File: src/rtl/run_sequencer.sv
// run_sequencer: upstream control stage for the 9-bit processor core.
// It preloads data memory, pulses the core's start/Init and counts run cycles until halt.
// It then streams a result window of data memory out over a valid/ready port.
// Optional feature macro: RUN_TIMEOUT_EN adds TIMEOUT_CYCLES and a 'timeout' output.
// That feature bounds the RUN phase and forces a dump if the core never halts.
module run_sequencer #(
    parameter int ADDR_W      = 8,
    parameter int LOAD_BASE   = 0,
    parameter int DUMP_BASE   = 128,
    parameter int DUMP_LEN    = 8,
    parameter int INIT_CYCLES = 2,
    parameter int CNT_W       = 32
`ifdef RUN_TIMEOUT_EN
    ,
    parameter int TIMEOUT_CYCLES = 4096
`endif
) (
    input  logic              CLK,
    input  logic              RST_N,
    input  logic              go,
    input  logic [ADDR_W:0]   load_len,
    input  logic [7:0]        ld_data,
    input  logic              ld_valid,
    output logic              ld_ready,
    output logic [ADDR_W-1:0] dm_addr,
    output logic [7:0]        dm_wdata,
    output logic              dm_we,
    output logic              dm_re,
    input  logic [7:0]        dm_rdata,
    output logic              cpu_start,
    input  logic              cpu_halt,
    output logic [7:0]        res_data,
    output logic              res_valid,
    input  logic              res_ready,
    output logic              res_last,
    output logic [CNT_W-1:0]  cycle_count,
    output logic              busy,
    output logic              done
`ifdef RUN_TIMEOUT_EN
    ,
    output logic              timeout
`endif
);

    localparam int INIT_W = (INIT_CYCLES > 1) ? $clog2(INIT_CYCLES) : 1;

    localparam logic [ADDR_W-1:0] LOAD_BASE_A = ADDR_W'(LOAD_BASE);
    localparam logic [ADDR_W-1:0] DUMP_BASE_A = ADDR_W'(DUMP_BASE);
    localparam logic [ADDR_W:0]   LAST_K      = (ADDR_W+1)'(DUMP_LEN - 1);
    localparam logic [INIT_W-1:0] INIT_LAST   = INIT_W'(INIT_CYCLES - 1);
    localparam logic [CNT_W-1:0]  CNT_MAX     = {CNT_W{1'b1}};
`ifdef RUN_TIMEOUT_EN
    localparam logic [CNT_W-1:0]  TIMEOUT_VAL = CNT_W'(TIMEOUT_CYCLES);
`endif

    typedef enum logic [2:0] {
        S_IDLE,
        S_LOAD,
        S_INIT,
        S_RUN,
        S_DUMP,
        S_DONE
    } state_e;

    state_e             state_q,     state_d;
    logic [ADDR_W:0]    len_q,       len_d;
    logic [ADDR_W:0]    idx_q,       idx_d;
    logic [INIT_W-1:0]  init_q,      init_d;
    logic [CNT_W-1:0]   cnt_q,       cnt_d;
    logic [ADDR_W:0]    k_q,         k_d;
    logic [7:0]         res_data_q,  res_data_d;
    logic               res_valid_q, res_valid_d;
    logic               res_last_q,  res_last_d;
`ifdef RUN_TIMEOUT_EN
    logic               timeout_q,   timeout_d;
`endif

    // State and datapath registers; reset drops everything back to an idle, empty sequencer.
    always_ff @(posedge CLK or negedge RST_N) begin
        if (!RST_N) begin
            state_q     <= S_IDLE;
            len_q       <= '0;
            idx_q       <= '0;
            init_q      <= '0;
            cnt_q       <= '0;
            k_q         <= '0;
            res_data_q  <= '0;
            res_valid_q <= 1'b0;
            res_last_q  <= 1'b0;
`ifdef RUN_TIMEOUT_EN
            timeout_q   <= 1'b0;
`endif
        end else begin
            state_q     <= state_d;
            len_q       <= len_d;
            idx_q       <= idx_d;
            init_q      <= init_d;
            cnt_q       <= cnt_d;
            k_q         <= k_d;
            res_data_q  <= res_data_d;
            res_valid_q <= res_valid_d;
            res_last_q  <= res_last_d;
`ifdef RUN_TIMEOUT_EN
            timeout_q   <= timeout_d;
`endif
        end
    end

    // Next-state and datapath update: phase sequencing, load index, run counter, dump handshake.
    always_comb begin
        state_d     = state_q;
        len_d       = len_q;
        idx_d       = idx_q;
        init_d      = init_q;
        cnt_d       = cnt_q;
        k_d         = k_q;
        res_data_d  = res_data_q;
        res_valid_d = res_valid_q;
        res_last_d  = res_last_q;
`ifdef RUN_TIMEOUT_EN
        timeout_d   = timeout_q;
`endif
        case (state_q)
            S_IDLE, S_DONE: begin
                if (go) begin
                    len_d  = load_len;
                    idx_d  = '0;
                    init_d = '0;
                    cnt_d  = '0;
                    k_d    = '0;
`ifdef RUN_TIMEOUT_EN
                    timeout_d = 1'b0;
`endif
                    state_d = (load_len != '0) ? S_LOAD : S_INIT;
                end
            end
            S_LOAD: begin
                if (ld_valid) begin
                    idx_d = idx_q + 1'b1;
                    if ((idx_q + 1'b1) == len_q) begin
                        state_d = S_INIT;
                    end
                end
            end
            S_INIT: begin
                if (init_q == INIT_LAST) begin
                    state_d = S_RUN;
                end else begin
                    init_d = init_q + 1'b1;
                end
            end
            S_RUN: begin
                if (cpu_halt) begin
                    state_d = S_DUMP;
                end else begin
                    if (cnt_q != CNT_MAX) begin
                        cnt_d = cnt_q + 1'b1;
                    end
`ifdef RUN_TIMEOUT_EN
                    if ((cnt_q + 1'b1) == TIMEOUT_VAL) begin
                        timeout_d = 1'b1;
                        state_d   = S_DUMP;
                    end
`endif
                end
            end
            S_DUMP: begin
                if (res_valid_q) begin
                    if (res_ready) begin
                        res_valid_d = 1'b0;
                        res_last_d  = 1'b0;
                        if (res_last_q) begin
                            state_d = S_DONE;
                        end else begin
                            k_d = k_q + 1'b1;
                        end
                    end
                end else begin
                    res_valid_d = 1'b1;
                    res_data_d  = dm_rdata;
                    res_last_d  = (k_q == LAST_K);
                end
            end
            default: begin
                state_d = S_IDLE;
            end
        endcase
    end

    // Output decode from the current phase; load-side strobes follow ld_valid in the same cycle.
    always_comb begin
        ld_ready  = 1'b0;
        dm_we     = 1'b0;
        dm_re     = 1'b0;
        dm_addr   = '0;
        dm_wdata  = '0;
        cpu_start = 1'b0;
        busy      = 1'b1;
        done      = 1'b0;
        case (state_q)
            S_IDLE: begin
                busy = 1'b0;
            end
            S_LOAD: begin
                ld_ready = 1'b1;
                dm_we    = ld_valid;
                if (ld_valid) begin
                    dm_addr  = LOAD_BASE_A + idx_q[ADDR_W-1:0];
                    dm_wdata = ld_data;
                end
            end
            S_INIT: begin
                cpu_start = 1'b1;
            end
            S_DUMP: begin
                dm_re   = 1'b1;
                dm_addr = DUMP_BASE_A + k_q[ADDR_W-1:0];
            end
            S_DONE: begin
                busy = 1'b0;
                done = 1'b1;
            end
            default: begin
            end
        endcase
    end

    assign res_data    = res_data_q;
    assign res_valid   = res_valid_q;
    assign res_last    = res_last_q;
    assign cycle_count = cnt_q;
`ifdef RUN_TIMEOUT_EN
    assign timeout     = timeout_q;
`endif

endmodule

File: config.mk
export PLATFORM = sky130hd
export DESIGN_NAME = run_sequencer
export DESIGN_NICKNAME = d
export VERILOG_FILES = /design/src/rtl/run_sequencer.sv
export SDC_FILE = /design/constraint.sdc
export NUM_CORES = 1
export LEC_CHECK = 0
export CORE_UTILIZATION = 36
export DETAILED_ROUTE_END_ITERATION = 16
export HOLD_SLACK_MARGIN = 0.08
export PLACE_DENSITY_LB_ADDON = 0.08
export SETUP_SLACK_MARGIN = 0.3
export SLEW_MARGIN = 20
export SYNTH_ARGS = -nofsm -noshare
export SYNTH_HDL_FRONTEND = slang
export SYNTH_SLANG_ARGS = --single-unit
export TNS_END_PERCENT = 5
File: constraint.sdc
create_clock -name CLK -period 2.7 [get_ports CLK]
set_input_delay 0.27 -clock CLK [delete_from_list [all_inputs] [get_ports CLK]]
set_output_delay 0.27 -clock CLK [all_outputs]
set_load 0.005 [all_outputs]
==> flow_summary.toml <==
[setup_path]
cpMaxStageDelayCell = "clkdlybuf4s50_1"
end_kind = "output port"
crit_buf_inv = 2
r2r-start = "cycle_count[14]"
critPathTopFamily = "buffers and inverters"
start_kind = "flip-flop"
max_stage_delay_ns = 0.51
required_ns = 2.43
reg2reg_depth = 5
worstPathArrival_ns = 2.10
path_cells = "or3b_4, clkinv_1, a22o_1, clkdlybuf4s50_1"
startpoint = "state_q[1]"
path_depth = 4
worstSetupPathType = "flip-flop to output port"
crit_fanout = 9

[timing]
fin_crit_ns = 2.37
hold_viol = 0
slew_violations = 0
finalSetupViolations = 0
fin_setup_tns_ns = 0
fin_crit_sh_pct = 87.6
rsz0062_at_grt = "yes"
layout_setup_ws_ns = 0.335
skew_ns = 0.00755
worstMarginPinSlew_ns = 0.949
slew_headroom_pct = 36.8
max_freq_ghz = 0.423

[finish]
regArea_sq_um = 1830
nNetsFinal = 594
multi_input_area_sq_um = 2250
drive_above_1_share_pct = 9.56
fin_util_pct = 49.5
n_fill_cell = 1119
area_growth_pct = 34.0
insertedDiodeCount = 0

[synthesis]
syn_area_per_cell_sq_um = 9.01
ys_types = 56
synth-edff-count = 0
syn-cell-area_sq_um = 4220
synth_top_cell_by_area = "dfrtp_1"
synth-seq-area-share_pct = 43.3
yosys-top-cells-area = "dfrtp_1, nand2_1, xnor2_1, nand3_1, o31ai_1"
synthCells = 468
yosys.area.top_type_share_pct = 43.3
synthArstFlopShare_pct = 100
yosysWarnings = 0
ys_seq_elements = 73
synth_flop_cell = "dfrtp_1"
synth_nets = 502

[global_routing]
antenna_found_initial = 0
grt_util_all_layers_pct = 19.8
grt_max_degree = 74
gr-total-overflow = 0
grt_pass1_vias = 3705
grt_pass1_wl_microns = 18500

[detailed_routing]
wl_per_cell_microns = 16.3
drt-vias-per-instance = 5.58
drt-total-wl_microns = 11500
final_antenna_net_count = 0
firstDrtPassIters = 11
drc = 4
vias = 3952
drtIter0Drc = 230

[place]
hpwl_microns = 8040
pre_cts_ws_ns = 0.311
io_buffers = 94
gp_congestion = 0.855

[run]
maxCapViolations = 0

[die]
row_count = 39
coreArea_sq_um = 11400
die_y_microns = 110
die-area_sq_um = 12200
die_x_microns = 110
io_pins = 95
start_util_pct = 36.9

[clock_tree]
clkSinkCount = 73
clockBufferDepth = 2
cts_tree = "yes"
cts_buffers = 9
htreeDepth = 3
cts_hold_buf = 0
insertion_delay_ns = 0.33
cts-root-buf = "clkbuf_16"
path_clk_slew_ns = 0.06

[power]
powerDensity_nw_per_um2 = 733
leakage_nw = 2.39
ir_drop_uv = 475

[outcome]
status = "complete, but fails checks"
violations = "design-rule violations"

[hold_path]
hp-class = "input pin to asynchronous set/reset pin"
## state kept, by name, indices dropped and copies added, names as in the netlist
register,cells
res_last,1
init_q,1
state_q,3
k_q,9
res_data,8
res_valid,1
cycle_count,32
idx_q,9
len_q,9
## cells by family (layout without fill, tap and decap cells)
logic type | after synthesis | after routing | share of synthesized area, %
adders and majority gates | 3 | 3 | 0.890
muxes | 13 | 13 | 3.35
DFF | 73 | 73 | 43.3
and+or+nand+nor | 216 | 216 | 26.5
buffers and inverters | 36 | 133 | 3.71
AOI/OAI and AO/OA | 102 | 102 | 17.1
xor gates and xnor gates | 25 | 25 | 5.19
## worst paths after layout
check	endpoint	slack (ns)
setup reg to reg	cycle_count[5]	0.43
setup / recovery	dm_addr[1]	0.33
min in group CLK	init_q	0.49
hold / removal	idx_q[3]	0.09
max in group asynchronous	state_q[1]	1.96
hold reg to reg	init_q	0.49
## through the flow
stage	total power, mW	cells	hold slack [ns]	cell area [sq um]
detailed placement	2.89	690	0.484	5310
floorplan	2.27	468	-0.0256	4220
global route	4.41	708	0.151	5650
global placement	2.87	690	0.466	5310
finish	4.14	708	0.0871	5650
CTS	4.17	707	0.139	5640
## cells in the mapped netlist (3+ instances only)
library cell / n
clkbuf_1: 17
and3_1: 20
or3_1: 5
dfrtp_1: 73
nand4_1: 13
nor3b_1: 3
o21ai_0: 21
nor3_1: 9
ha_1: 3
o31ai_1: 17
nand2b_1: 3
a31oi_1: 5
and4_1: 8
mux2_2: 9
xnor2_1: 19
nor4_1: 8
xor2_1: 6
nand2_1: 67
a21oi_1: 22
nor2_1: 31
a22o_1: 7
a41o_1: 4
buf_2: 7
nand3_1: 28
or4_1: 11
inv_1: 6
mux2i_1: 4
a211oi_1: 4
## worst register-to-register path, delay by kind of cell, from the launching register on
family / cells / cell delay (ns)
multiplexers: 1 / 0.17
AND/OR/NAND/NOR: 3 / 0.98
flip-flops: 1 / 0.51
AO/OA/AOI/OAI: 1 / 0.54
## cells in the final DEF (no fill, tap or decap), types with 9 or more instances in the layout
cell type	count
a21oi_1	22
o21ai_0	21
nand2_1	67
buf_4	17
nor3_1	9
clkbuf_16	9
o31ai_1	17
or4_1	11
nor2_1	31
dfrtp_1	70
nand4_1	13
mux2_2	9
clkdlybuf4s50_1	92
xnor2_1	19
and3_1	20
nand3_1	28
## final cells by class
cell class              count  area share (%)
flip-flops and latches     73            32.4
clock buffers              12            4.54
multi-input cells         359            39.8
well taps                 143            3.17
clock inverters             4           0.907
repair buffers            110            18.8
inverters                   7           0.465
## per-layer routing
metal  global-route usage (%)  routed length (microns)
met5                        0                        0
met4                     6.30                      110
met3                     3.64                      513
met2                     31.0                     5360
met1                     27.8                     5540
## power by group
part | leakage, nW | internal (mW) | switching [mW] | total, mW
sequential | 0.985 | 1.25 | 0.201 | 1.45
clock | 0.149 | 0.766 | 0.462 | 1.23
combinational | 1.26 | 0.713 | 0.754 | 1.47
total | 2.39 | 2.73 | 1.42 | 4.14
## timing repair
item / CTS / global route
endpoints found under the setup margin: 10 / 11
buffers inserted: 1 / 1
pin swaps: 0 / 0
gates resized for setup: 5 / 3
(Power assumes the default switching activity.)
